[src/rtl/arrhythmia_seq_ctrl.sv]
// Purpose : sequencer and credit-based flow control in front of the non-stallable arrhythmia VAE datapath.
// Latency : a sample accepted at edge t is captured at edge t+PIPE_LAT and is visible on m_* right after that edge.
// Backpressure: s_ready is driven only from registers, and only while (in-flight + FIFO occupancy) < FIFO_DEPTH.
//
// Ports:
//   clk, reset           : clock; reset is synchronous and active-high
//   s_valid/s_ready/s_data : input vector stream (N_IN elements of BITSIZE bits, element 0 in the LSBs)
//   flush                : single-cycle request; discards in-flight and queued results
//   pipe_x / pipe_y      : datapath input vector and datapath output vector
//   m_valid/m_ready/m_data : result stream taken from the FIFO head (first-word fall-through)
//   m_class              : 1 when |element 1| > |element 0| of m_data
//   busy                 : flush active, sample in flight, or FIFO non-empty
//   err_ovf              : sticky FIFO-overflow flag
// Optional: define ARR_SEQ_CTRL_STATS_EN to add the saturating pop counters cnt_class0 and cnt_class1.
module arrhythmia_seq_ctrl #(
  parameter int BITSIZE    = 16,
  parameter int N_IN       = 10,
  parameter int N_OUT      = 2,
  parameter int PIPE_LAT   = 40,
  parameter int FIFO_DEPTH = 4
) (
  input  logic                       clk,
  input  logic                       reset,
  input  logic                       s_valid,
  output logic                       s_ready,
  input  logic [BITSIZE*N_IN-1:0]    s_data,
  input  logic                       flush,
  output logic [BITSIZE*N_IN-1:0]    pipe_x,
  input  logic [BITSIZE*N_OUT-1:0]   pipe_y,
  output logic                       m_valid,
  input  logic                       m_ready,
  output logic [BITSIZE*N_OUT-1:0]   m_data,
  output logic                       m_class,
  output logic                       busy,
  output logic                       err_ovf
`ifdef ARR_SEQ_CTRL_STATS_EN
  ,
  output logic [31:0]                cnt_class0,
  output logic [31:0]                cnt_class1
`endif
);

  localparam int PW = $clog2(FIFO_DEPTH);
  localparam int CW = $clog2(PIPE_LAT);
  localparam int DW = BITSIZE * N_OUT;
  localparam logic [PW:0]   DEPTH_V = (PW + 1)'(FIFO_DEPTH);
  localparam logic [CW-1:0] CNT_TC  = CW'(PIPE_LAT - 1);

  typedef enum logic {ST_FLUSH = 1'b0, ST_RUN = 1'b1} state_t;

  state_t                   state_q, state_d;
  logic [CW-1:0]            cnt_q, cnt_d;
  logic [PIPE_LAT-1:0]      tok_q;
  logic [PW:0]              inflight_q;
  logic [PW:0]              wr_q, rd_q;
  logic [DW-1:0]            mem_q [FIFO_DEPTH];
  logic [BITSIZE*N_IN-1:0]  pipe_x_q;
  logic                     err_ovf_q;

  logic [PW:0]   fifo_cnt;
  logic [PW+1:0] occ;
  logic          empty, full;
  logic          accept, capture, clear, pop, push, wr_en;

  assign fifo_cnt = wr_q - rd_q;
  assign empty    = (wr_q == rd_q);
  assign full     = (fifo_cnt == DEPTH_V);
  assign occ      = {1'b0, inflight_q} + {1'b0, fifo_cnt};

  assign accept  = s_valid && s_ready;
  // Tokens only exist in RUN, so a token at the tail is always a live capture.
  assign capture = (state_q == ST_RUN) && tok_q[PIPE_LAT-1];
  // Flush in RUN and every FLUSH cycle wipe tokens, in-flight count and FIFO.
  assign clear   = flush || (state_q == ST_FLUSH);
  assign pop     = m_valid && m_ready;
  assign push    = capture && !clear;
  // When full, a simultaneous pop frees the head slot that the write then reuses.
  assign wr_en   = push && (!full || pop);

  always_comb begin
    state_d = state_q;
    cnt_d   = cnt_q;
    s_ready = 1'b0;
    case (state_q)
      ST_FLUSH: begin
        if (flush) begin
          cnt_d = '0;
        end else if (cnt_q == CNT_TC) begin
          state_d = ST_RUN;
          cnt_d   = '0;
        end else begin
          cnt_d = cnt_q + CW'(1);
        end
      end
      ST_RUN: begin
        s_ready = (occ < {1'b0, DEPTH_V});
        if (flush) begin
          state_d = ST_FLUSH;
          cnt_d   = '0;
        end
      end
      default: begin
        state_d = ST_FLUSH;
        cnt_d   = '0;
      end
    endcase
  end

  always_ff @(posedge clk) begin
    if (reset) begin
      state_q    <= ST_FLUSH;
      cnt_q      <= '0;
      tok_q      <= '0;
      inflight_q <= '0;
      wr_q       <= '0;
      rd_q       <= '0;
      pipe_x_q   <= '0;
      err_ovf_q  <= 1'b0;
    end else begin
      state_q <= state_d;
      cnt_q   <= cnt_d;
      if (accept) pipe_x_q <= s_data;
      if (push && full && !pop) err_ovf_q <= 1'b1;
      if (clear) begin
        // An accept coinciding with flush still updates pipe_x but loses its token.
        tok_q      <= '0;
        inflight_q <= '0;
        wr_q       <= '0;
        rd_q       <= '0;
      end else begin
        tok_q <= {tok_q[PIPE_LAT-2:0], accept};
        case ({accept, capture})
          2'b10:   inflight_q <= inflight_q + (PW + 1)'(1);
          2'b01:   inflight_q <= inflight_q - (PW + 1)'(1);
          default: inflight_q <= inflight_q;
        endcase
        if (wr_en) wr_q <= wr_q + (PW + 1)'(1);
        if (pop)   rd_q <= rd_q + (PW + 1)'(1);
      end
    end
  end

  always_ff @(posedge clk) begin
    if (wr_en && !reset) mem_q[wr_q[PW-1:0]] <= pipe_y;
  end

  assign pipe_x  = pipe_x_q;
  assign err_ovf = err_ovf_q;
  assign m_valid = !empty;
  assign m_data  = mem_q[rd_q[PW-1:0]];
  // Sigmoid outputs are non-negative, so only magnitudes matter; ties go to class 0.
  assign m_class = (m_data[2*BITSIZE-2:BITSIZE] > m_data[BITSIZE-2:0]);
  assign busy    = (state_q == ST_FLUSH) || (inflight_q != '0) || !empty;

`ifdef ARR_SEQ_CTRL_STATS_EN
  logic [31:0] cnt0_q, cnt1_q;

  always_ff @(posedge clk) begin
    if (reset || ((state_q == ST_RUN) && flush)) begin
      cnt0_q <= '0;
      cnt1_q <= '0;
    end else if (pop) begin
      if (!m_class && (cnt0_q != '1)) cnt0_q <= cnt0_q + 32'd1;
      if (m_class && (cnt1_q != '1))  cnt1_q <= cnt1_q + 32'd1;
    end
  end

  assign cnt_class0 = cnt0_q;
  assign cnt_class1 = cnt1_q;
`endif

endmodule

[config.mk]
export PLATFORM = sky130hd
export DESIGN_NAME = arrhythmia_seq_ctrl
export DESIGN_NICKNAME = d
export VERILOG_FILES = /design/src/rtl/arrhythmia_seq_ctrl.sv
export SDC_FILE = /design/constraint.sdc
export NUM_CORES = 1
export LEC_CHECK = 0
export BUFFER_PORTS_ARGS = -buffer_cell sky130_fd_sc_hd__buf_2
export CAP_MARGIN = 20
export CORE_ASPECT_RATIO = 1.5
export CORE_UTILIZATION = 40
export DETAILED_ROUTE_END_ITERATION = 12
export PLACE_DENSITY = 0.68
export SLEW_MARGIN = 20
export SYNTH_ARGS = -nofsm -noshare
export SYNTH_HDL_FRONTEND = slang
export SYNTH_SLANG_ARGS = --single-unit
[constraint.sdc]
create_clock -name clk -period 4.96 [get_ports clk]
set_clock_uncertainty 0.15 [all_clocks]
set_input_delay 0.248 -clock clk [delete_from_list [all_inputs] [get_ports clk]]
set_output_delay 0.248 -clock clk [all_outputs]
set_load 0.02 [all_outputs]
==> key figures, run 1 <==
Routing
  • Remaining antenna violation count after routing: 0
  • # DRC: 0
  • Pre-Repair DR Iteration Count: 5
  • Vias: 10700
  • 1st-iter DRT viols: 620
  • Number of vias per cell: 4.97
  • Drt total wl: 36200 µm
  • Wirelength per Cell: 16.9 µm

Power
  • Leak: 7.45 nW
  • Logic pwr share: 4.3%
  • Sw Ratio: 20.2%
  • Internal Power: 0.00459 W
  • Switching pwr: 0.00116 W
  • Pwr Density: 315 nW/µm²
  • Worst vdd ir: 0.263 mV
  • Sequential share of power: 51.3%
  • Clock share of power: 44.5%

Worst hold path
  • Hold WC Path Type: in -> reg
  • Hold-critical path endpoint: wr_q[1]
  • Hold Path Origin: m_ready
  • Hold path depth: 4

Floorplanning
  • Die height: 219 µm
  • Core Region: 31000 µm²
  • Die Area: 32200 µm²
  • Initial core utilization: 40.6%
  • I/O Pins: 394
  • Die Wd: 147 µm
  • Cell Rows: 79

Synthesis
  • #FFs+latches synth: 347
  • Synth top area share: 34.8%
  • Ys Warns: 0
  • Most used DFF post-synth: dfxtp_1
  • EDFF count, synth: 128
  • Synth area leaders: dfxtp_1, edfxtp_1, nand2_1
  • Synthesized area: 12600 µm²
  • Gate Count Post-Synth: 1119
  • Sequential share of the synthesized area: 65.4%
  • Synth Net Count: 1344
  • Fraction of registers with async set/reset: 0%
  • Avg Synthesized Cell Area: 11.2 µm²
  • Area leader, netlist: dfxtp_1
  • Cell variety after synth: 50

Worst setup path
  • Most used cell, CP: inv_1
  • CP Max Fanout: 160
  • Crit path largest cell delay: 0.61 ns
  • CP Depth: 13
  • R2R setup slack: 1.07 ns
  • Critical Path, Cell by Cell: inv_1 > ha_1 > inv_1 > fa_1 > xor3_2 > inv_1 > ha_1 > nor4b_2 > o211a_4 > buf_12 > nand2_1 > a21oi_1 > dlygate4sd3_1
  • Critical R2R Capture: pipe_x[124]
  • Crit Path Category: reg -> reg
  • CP Capture Type: register
  • R2R depth: 13
  • Startpoint types: register
  • Critical Path RT: 5.26 ns
  • Crit-path slowest cell: dlygate4sd3_1
  • Worst path bufs/invs: 5
  • Worst r2r src: wr_q[0]
  • Critical Path AT: 4.18 ns
  • CP top delay family: buffers and inverters

STA
  • Final setup TNS: 0 ns
  • Slew @ Worst Pin: 0.853 ns
  • Final setup violation count: 0
  • Final Hold Fails: 0
  • Min Clock Period, post-route: 3.89 ns
  • FMAX: 257 MHz
  • RSZ-0062 raised after global routing: false
  • Final period util: 78.4%
  • Slew Limit Fails: 0
  • Headroom to the max-slew limit: 42.4%

Clock network
  • CTS HTree Levels: 2
  • Deepest clock path buffer count: 3
  • CTS tree: yes
  • Sink Count: 347
  • CTS root buf: clkbuf_16
  • Worst-path clk slew: 0.06 ns
  • CTS buffer count: 34
  • Clk_lat worst skew: 0.51 ns

Job
  • Max Cap Viol: 0

GRT
  • First-pass GRT wire length: 55200 µm
  • Largest net degree at the start of global routing: 161
  • Gr usage total: 21.7%
  • Total grt overflow: 0
  • Antenna violations before repair: 1
  • Vias in the first global route: 10700

Cells and area
  • Reg area: 8230 µm²
  • Commonest non-fill, non-tap cells in the layout: buf_2, nand2_1, dlygate4sd3_1
  • Final std cells w/o fill: 2147
  • Commonest non-fill, non-tap cell in the layout: buf_2
  • Fillcell total: 2391
  • Nets: 1941
  • Multi-input logic area: 3970 µm²
  • Share of cells above drive strength 1: 28.5%
  • Area Growth Syn to Fin: 45.0%

Placed design
  • Dpl cells: 1860
  • Placer's final routability congestion estimate: 0.848
  • Placed wire-length estimate: 21300 µm
  • Port Buffers: 393

Run status
  • Outcome: finished clean
[synth_stat cells (2+ instances only)]
master,n
mux4_2,32
mux2i_1,3
a21oi_1,170
nand3_1,5
xnor2_1,4
o31ai_1,2
a311oi_1,3
nand2b_1,2
ha_1,26
xor2_1,4
nand2_1,323
clkbuf_1,38
a41oi_1,2
and3_1,3
a31oi_1,2
fa_1,2
o21ai_0,5
buf_1,2
dfxtp_1,219
nor2_1,20
edfxtp_1,128
buf_2,26
inv_1,28
and2_1,44
[area by class of cell]
class	count	share of cell area, %
clock inverters	19	1.00
inverters	29	0.610
well taps	405	2.78
multi-input cells	675	21.8
clock buffers	42	5.05
flip-flops and latches	347	45.1
diodes	1	0.0137
repair buffers	629	23.7
[kinds of logic (layout without fill, tap and decap cells)]
kind of cell | Yosys count | after routing | synth area share, %
xor+xnor | 9 | 9 | 0.755
mux | 35 | 35 | 5.96
buf+inv | 97 | 719 | 3.19
compound gates | 192 | 192 | 8.06
fa+ha+maj | 28 | 28 | 2.90
flops | 347 | 347 | 65.4
other cells | 0 | 1 | 0
simple gates | 411 | 411 | 13.8
[how the worst max path moves through the flow]
| stage | slack [ns] | to | startpoint |
|---|---|---|---|
| finish | 1.07 | pipe_x[124] | wr_q[0] |
| global route | 0.80 | pipe_x[124] | wr_q[0] |
| CTS | 1.0 | m_class | register |
| detailed placement | 1.37 | inflight_q[2] | wr_q[0] |
| global placement | 1.47 | inflight_q[2] | wr_q[0] |
| floorplan | 1.34 | inflight_q[2] | wr_q[0] |
[worst min-delay path, cell delays in order]
cell,delay [ns]
buf_2,0.11
nor3_2,0.07
o21ai_0,0.15
a21oi_1,0.07
[power by group through the flow]
stage / clock network, W / logic (W) / registers, W
global route: 0.00272 / 0.000262 / 0.00295
global placement: 0 / 0.000114 / 0.00301
finish: 0.00256 / 0.000247 / 0.00295
floorplan: 0 / 0.0000222 / 0.00301
CTS: 0.00261 / 0.000238 / 0.00295
detailed placement: 0 / 0.000116 / 0.00301
[registers in the layout (all words and copies together) (netlist names), named ones only]
register,count
pipe_x,160
mem_q,128
tok_q,40
cnt_q,6
inflight_q,3
rd_q,3
wr_q,3
err_ovf,1
state_q,1
[repair_timing]
action / CTS / global route
hold endpoints to repair: 289 / 0
gates resized for setup: 0 / 0
hold buffers: 225 / 0
buffers inserted: 0 / 0
[layer usage]
layer	vias up	wire [µm]	GRT usage, %
met5	-	0	0
met4	0	1960	12.9
met3	129	2900	5.32
met2	544	18000	37.6
met1	5002	13300	24.0
li1	5002	-	-
[stage by stage]
step	hold WS, ns	worst slack [ns]	power (W)	cell area, µm²	util, %
2_1_floorplan	0.197	1.34	0.00303	12600	-
3_3_place_gp	0.260	1.47	0.00313	14900	48.0
3_5_place_dp	0.262	1.37	0.00313	14900	48.0
4_1_cts	0.0142	0.996	0.00580	18300	58.8
5_1_grt	0.0549	0.803	0.00593	18300	58.8
6_report	0.0473	1.07	0.00575	18300	58.8
No activity file was read; power rests on OpenSTA's default activity.
==> run 2: changes to the inputs <==
- ABC_AREA: default -> 1
- PLACE_DENSITY: 0.68 -> 0.7
- clock period: 4.96 -> 3.29 ns (I/O delays scaled with it)
==> key figures, run 2 <==
Worst setup path
  • Crit Path Category: reg -> out
  • Critical Path, Cell by Cell: clkinvlp_4 > buf_4 > o21ai_0 > o22ai_1 > ha_1 > nand2_1 > inv_1 > o21ai_0 > a21oi_1 > nor2_1 > a21oi_1 > buf_2
  • Critical Path AT: 2.81 ns (-1.37 ns)
  • Critical Path RT: 2.98 ns (-2.28 ns)
  • Startpoint types: register
  • Crit path largest cell delay: 0.39 ns (-0.22 ns)
  • Crit-path slowest cell: dfxtp_1
  • CP Capture Type: primary output
  • CP Max Fanout: 22 (-86%)
  • R2R depth: 14 (+1)

STA
  • Final Hold Fails: 0 (unchanged)
  • Slew Limit Fails: 0 (unchanged)
  • Min Clock Period, post-route: 3.12 ns
  • RSZ-0062 raised after global routing: true
  • Final setup violation count: 0 (unchanged)
  • Setup WS post-layout: 0.169 ns (-0.904 ns)
  • Slew @ Worst Pin: 0.612 ns (-0.241 ns)
  • FMAX: 320 MHz
  • Final period util: 94.9%
  • Headroom to the max-slew limit: 59.2% (+17 points)

Routing
  • Vias: 12400 (+17%)
  • # DRC: 0 (unchanged)
  • Wirelength per Cell: 14.8 µm (-12%)
  • Remaining antenna violation count after routing: 0 (unchanged)
  • 1st-iter DRT viols: 606 (-2.3%)
  • Drt total wl: 39600 µm (+9.4%)
  • Number of vias per cell: 4.65 (-6.6%)
  • Pre-Repair DR Iteration Count: 5 (unchanged)

Synthesis
  • Gate Count Post-Synth: 1651 (+48%)
  • Ys Warns: 0 (unchanged)
  • Synthesized area: 13700 µm² (+9.0%)
  • Cell variety after synth: 26 (-48%)
  • Most frequent cell after synthesis: nor2_1
  • Synth Net Count: 1876 (+40%)
  • Avg Synthesized Cell Area: 8.31 µm² (-26%)
  • Synth top cells by count: nor2_1, nand2_1, inv_1
  • Synth top area share: 31.9% (-2.9 points)
  • #FFs+latches synth: 347 (unchanged)
  • EDFF count, synth: 128 (unchanged)
  • Most used DFF post-synth: dfxtp_1
  • Fraction of registers with async set/reset: 0% (unchanged)
  • Area leader, netlist: dfxtp_1
  • Sequential share of the synthesized area: 59.9% (-5.4 points)
  • Synth area leaders: dfxtp_1, edfxtp_1, nor2_1

Power
  • Pwr Density: 461 nW/µm² (+46%)
  • Final Power: 0.00899 W (+56%)
  • Worst vdd ir: 0.363 mV (+38%)
  • Leak: 9.63 nW (+29%)

Clock network
  • Deepest clock path buffer count: 3 (unchanged)
  • Clk_lat worst skew: 0.51 ns (about the same)
  • CTS HTree Levels: 2 (unchanged)
  • Sink Count: 347 (unchanged)
  • CTS buffer count: 37 (+8.8%)
  • Worst-path clk slew: 0.06 ns (about the same)
  • CTS root buf: clkbuf_16
  • CTS tree: yes

Floorplanning
  • Die Area: 35100 µm² (+8.9%)
  • Core Region: 33500 µm² (+8.1%)
  • Cell Rows: 82 (+3.8%)
  • I/O Pins: 394 (unchanged)
  • Initial core utilization: 40.9% (+0.36 points)
  • Die height: 229 µm (+4.4%)
  • Die Wd: 153 µm (+4.4%)

Cells and area
  • Core Util, Final: 58.1% (-0.69 points)
  • Fillcell total: 2741 (+15%)
  • Max reg flops: 160 (unchanged)
  • Commonest non-fill, non-tap cells in the layout: nor2_1, nand2_1, buf_2
  • Commonest non-fill, non-tap cell in the layout: nor2_1
  • Reg area: 8230 µm² (about the same)
  • Multi-input logic area: 4340 µm² (+9.3%)
  • Area Growth Syn to Fin: 42.1%
  • Nets: 2450 (+26%)
  • Share of cells above drive strength 1: 21.9% (-6.7 points)

Placed design
  • Placer's final routability congestion estimate: 0.878 (+3.5%)
  • Pre-CTS setup slack: 0.120 ns (-1.25 ns)
  • Placed wire-length estimate: 25000 µm (+18%)
  • Port Buffers: 393 (unchanged)

Worst hold path
  • Hold path depth: 4 (unchanged)
  • Hold WC Path Type: in -> reg

Job
  • Max Cap Viol: 0 (unchanged)

GRT
  • Met3 usage: 4.99% (-0.34 points)
  • Vias in the first global route: 12500 (+17%)
  • Total grt overflow: 0 (unchanged)
  • GR Util met2: 40.1% (+2.5 points)
  • Antenna violations before repair: 5 (+4)
  • Gr usage total: 22.2% (+0.53 points)
  • Largest net degree at the start of global routing: 84 (-48%)
  • First-pass GRT wire length: 62000 µm (+12%)
  • Busiest grt layer: met2
  • Met1 usage: 23.9% (-0.088 points)

Run status
  • Outcome: finished clean
## run 2: kinds of logic (layout without fill, tap and decap cells)
kind of cell / after synthesis / in the layout / synth area share, %
AND/OR/NAND/NOR: 843 / 843 / 23.7
AO/OA/AOI/OAI: 114 / 114 / 4.74
adder cells (fa/ha/maj): 28 / 28 / 2.66
XOR/XNOR: 1 / 1 / 0.0638
flip-flops: 347 / 347 / 59.9
buffers and inverters: 318 / 920 / 8.91
other: 0 / 6 / 0
## run 2: critical path, delay by kind of cell, from the launching register on
kind / cells / cell delay, ns
AO/OA/AOI/OAI: 5 / 0.67
adder cells (fa/ha/maj): 1 / 0.35
buffers and inverters: 4 / 0.76
flip-flops: 1 / 0.39
AND/OR/NAND/NOR: 2 / 0.11
## run 2: cell type report
cell class	instances	share of cell area [%]
Inverter	241	4.71
Tap cell	420	2.69
Timing Repair Buffer	612	21.7
Clock buffer	50	5.70
Multi-Input combinational cell	986	22.3
Sequential cell	347	42.2
Clock inverter	17	0.642
Antenna cell	6	0.0770
## run 2: per-stage QoR
step           hold WS [ns]  cell area [µm²]  TNS (ns)  instances
2_1_floorplan         0.113            13700    -17.34       1651
3_3_place_gp          0.224            16200         0       2408
3_5_place_dp          0.231            16200         0       2408
4_1_cts             0.00854            19400         0       2671
5_1_grt              0.0520            19500   -0.0359       2676
6_report             0.0211            19500         0       2679
## run 2: per-layer routing
layer  part of all wire (%)  routed length (µm)
met1                     38               15100
met2                     50               19800
met3                    6.8                2680
met4                    5.1                2010
met5                  0.058                  23
## run 2: path summary, 6_finish.rpt
kind	from	end	slack [ns]
worst min register to register	tok_q[5]	tok_q[6]	0.25
worst max-delay path	register	m_class	0.17
worst max register to register	wr_q[0]	inflight_q[2]	0.23
worst min-delay path	s_valid	tok_q[0]	0.02
## run 2: where the power goes
part           switching, W  total, W  internal [W]
clock network       0.00170   0.00416       0.00246
registers        0.00000196   0.00445       0.00444
logic              0.000140  0.000379      0.000240
## run 2: repair_timing
item | CTS | global route
setup endpoints to repair | 1 | 3
endpoints found under the hold margin | 298 | 0
hold buffers | 196 | 0
buffers inserted | 0 | 2
resized for setup | 3 | 6
pin swaps | 0 | 1
==> run 3: changes to the inputs <==
- CORE_UTILIZATION: 40 -> 43
- PLACE_DENSITY: 0.7 -> 0.74
==> key figures, run 3 (synthesis results as in run 2) <==
Cells and area
  • Core Util, Final: 62.1% (+4.0 points)
  • Final std cells w/o fill: 2654 (-0.93%)
  • Reg area: 8230 µm² (about the same)
  • Fillcell total: 2473 (-9.8%)
  • Commonest non-fill, non-tap cells in the layout: nor2_1, nand2_1, buf_2
  • Max reg flops: 160 (unchanged)
  • Area Growth Syn to Fin: 41.4%
  • Commonest non-fill, non-tap cell in the layout: nor2_1
  • Multi-input logic area: 4370 µm² (+0.63%)
  • Nets: 2444 (-0.24%)
  • Share of cells above drive strength 1: 21.4% (-0.46 points)

STA
  • Headroom to the max-slew limit: 59.6% (+0.42 points)
  • Min Clock Period, post-route: 3.12 ns (+0.00185 ns)
  • FMAX: 320 MHz (about the same)
  • Slew @ Worst Pin: 0.605 ns (-0.00632 ns)
  • Final period util: 94.9% (about the same)
  • Final Hold Fails: 0 (unchanged)
  • RSZ-0062 raised after global routing: false
  • Final setup violation count: 0 (unchanged)
  • Final hold slack: 0.0813 ns (+0.0602 ns)
  • Slew Limit Fails: 0 (unchanged)

Clock network
  • CTS HTree Levels: 2 (unchanged)
  • Deepest clock path buffer count: 3 (unchanged)
  • CTS tree: yes
  • CTS buffer count: 35 (-5.4%)
  • CTS root buf: clkbuf_16
  • Worst-path clk slew: 0.06 ns (about the same)
  • Sink Count: 347 (unchanged)
  • Setup Fix Bufs, Post-CTS: 0 (unchanged)
  • Clk_lat worst skew: 0.53 ns (+0.02 ns)

Worst setup path
  • Critical Path, Cell by Cell: inv_2 > buf_12 > o21ai_0 > o22ai_1 > ha_1 > nand2_1 > nor2_1 > nor2_1 > nand3_1 > nand2_1 > a21oi_1 > buf_2
  • Crit Path Category: reg -> out
  • Startpoint types: register
  • Crit path largest cell delay: 0.40 ns (about the same)
  • Worst r2r src: wr_q[0]
  • Critical Path RT: 2.98 ns (about the same)
  • CP Max Fanout: 40 (+82%)
  • CP Capture Type: primary output
  • Critical Path AT: 2.81 ns (about the same)
  • Crit-path slowest cell: o22ai_1

Floorplanning
  • Core Region: 31200 µm² (-6.9%)
  • Cell Rows: 79 (-3.7%)
  • Die height: 221 µm (-3.5%)
  • I/O Pins: 394 (unchanged)
  • Die Area: 32700 µm² (-6.9%)
  • Die Wd: 148 µm (-3.5%)
  • Initial core utilization: 43.9% (+3.0 points)

Routing
  • # DRC: 0 (unchanged)
  • Pre-Repair DR Iteration Count: 6 (+1)
  • Remaining antenna violation count after routing: 0 (unchanged)
  • Vias: 12900 (+3.5%)
  • 1st-iter DRT viols: 776 (+28%)
  • Drt total wl: 42200 µm (+6.4%)
  • Number of vias per cell: 4.85 (+4.4%)
  • Wirelength per Cell: 15.9 µm (+7.4%)

Power
  • Worst vdd ir: 0.493 mV (+36%)
  • Logic pwr share: 4.3% (about the same)
  • Sw Ratio: 20.4% (-0.025 points)
  • Internal Power: 0.00709 W (-0.88%)
  • Pwr Density: 459 nW/µm² (-0.43%)
  • Clock share of power: 45.7% (-0.6 points)
  • Leak: 9.57 nW (-0.56%)
  • Sequential share of power: 49.9% (+0.4 points)
  • Switching pwr: 0.00182 W (-1.0%)

GRT
  • Gr usage total: 25.2% (+3.0 points)
  • Largest net degree at the start of global routing: 133 (+58%)
  • First-pass GRT wire length: 64900 µm (+4.7%)
  • Total grt overflow: 0 (unchanged)
  • Vias in the first global route: 12800 (+2.3%)
  • Antenna violations before repair: 4 (-1)

Placed design
  • Dpl cells: 2389 (-0.79%)
  • Port Buffers: 393 (unchanged)
  • Placer's final routability congestion estimate: 0.891 (+1.5%)
  • Placed wire-length estimate: 24800 µm (-0.96%)

Worst hold path
  • Hold WC Path Type: in -> reg
  • Hold Path Origin: s_valid

Run status
  • Outcome: finished clean

Job
  • Max Cap Viol: 0 (unchanged)
==> run 3: changes by cell type in the layout (fill, tap and decap cells not counted), sizes merged <==
cell         previous run  this run
bufinv                  1         4
dlygate4sd3           196       197
clkbuf                 50        52
clkinvlp                2         1
buf                   416       410
clkinv                 12         5
diode                   6         4
==> run 3: power by group through the flow <==
stage	clock network, W	registers [W]	logic [W]
after CTS	0.00416	0.00445	0.000371
after global placement	0	0.00454	0.000177
final	0.00407	0.00445	0.000384
after global routing	0.00432	0.00444	0.000408
after floorplan	0	0.00454	0.0000334
after detailed placement	0	0.00454	0.000181
==> run 3: layout make-up <==
cell class                 instances  share of cell area [%]
multi-input combinational        986                    22.5
sequential                       347                    42.4
clock inverter                    12                   0.935
clock buffer                      51                    5.04
inverter                         241                    4.67
antenna                            4                  0.0516
tap                              405                    2.61
timing repair buffer             608                    21.8
==> run 3: stage by stage <==
step / instance area [µm²] / total power [W] / setup WS, ns / TNS [ns]
after floorplan: 13700 / 0.00458 / -0.136 / -17.34
after global placement: 16200 / 0.00472 / 0.214 / 0
after detailed placement: 16200 / 0.00472 / 0.163 / 0
after CTS: 19300 / 0.00898 / 0.0847 / 0
after global routing: 19400 / 0.00917 / 0.00270 / 0
final: 19400 / 0.00890 / 0.167 / 0
==> run 3: path summary, 6_finish.rpt <==
check | to | slack, ns | cells past startpoint
setup / recovery | m_class | 0.17 | 12
hold / removal | inflight_q[1] | 0.08 | 5
setup reg to reg | inflight_q[2] | 0.23 | 14
hold reg to reg | tok_q[39] | 0.25 | 2
==> run 3: critical path, delay by kind of cell (launching register included) <==
| kind | cells | cell delay (ns) |
|---|---|---|
| and+or+nand+nor | 5 | 0.40 |
| buffers and inverters | 3 | 0.60 |
| DFF | 1 | 0.33 |
| AOI/OAI and AO/OA | 3 | 0.56 |
| adders and majority gates | 1 | 0.35 |
==> run 3: repair_timing <==
item / 4_1_cts / 5_1_grt
setup endpoints to repair: 0 / 80
endpoints found under the hold margin: 300 / 0
hold buffers: 197 / 0
resized for setup: 0 / 9
==> run 3: routing by layer <==
metal  up-vias  share of wire [%]  global-route usage (%)
li1       6173                  -                       -
met5         -                  0                       0
met3       167                8.1                    5.94
met4         0                5.9                    14.5
met2       596                 50                    45.2
met1      5941                 36                    26.8
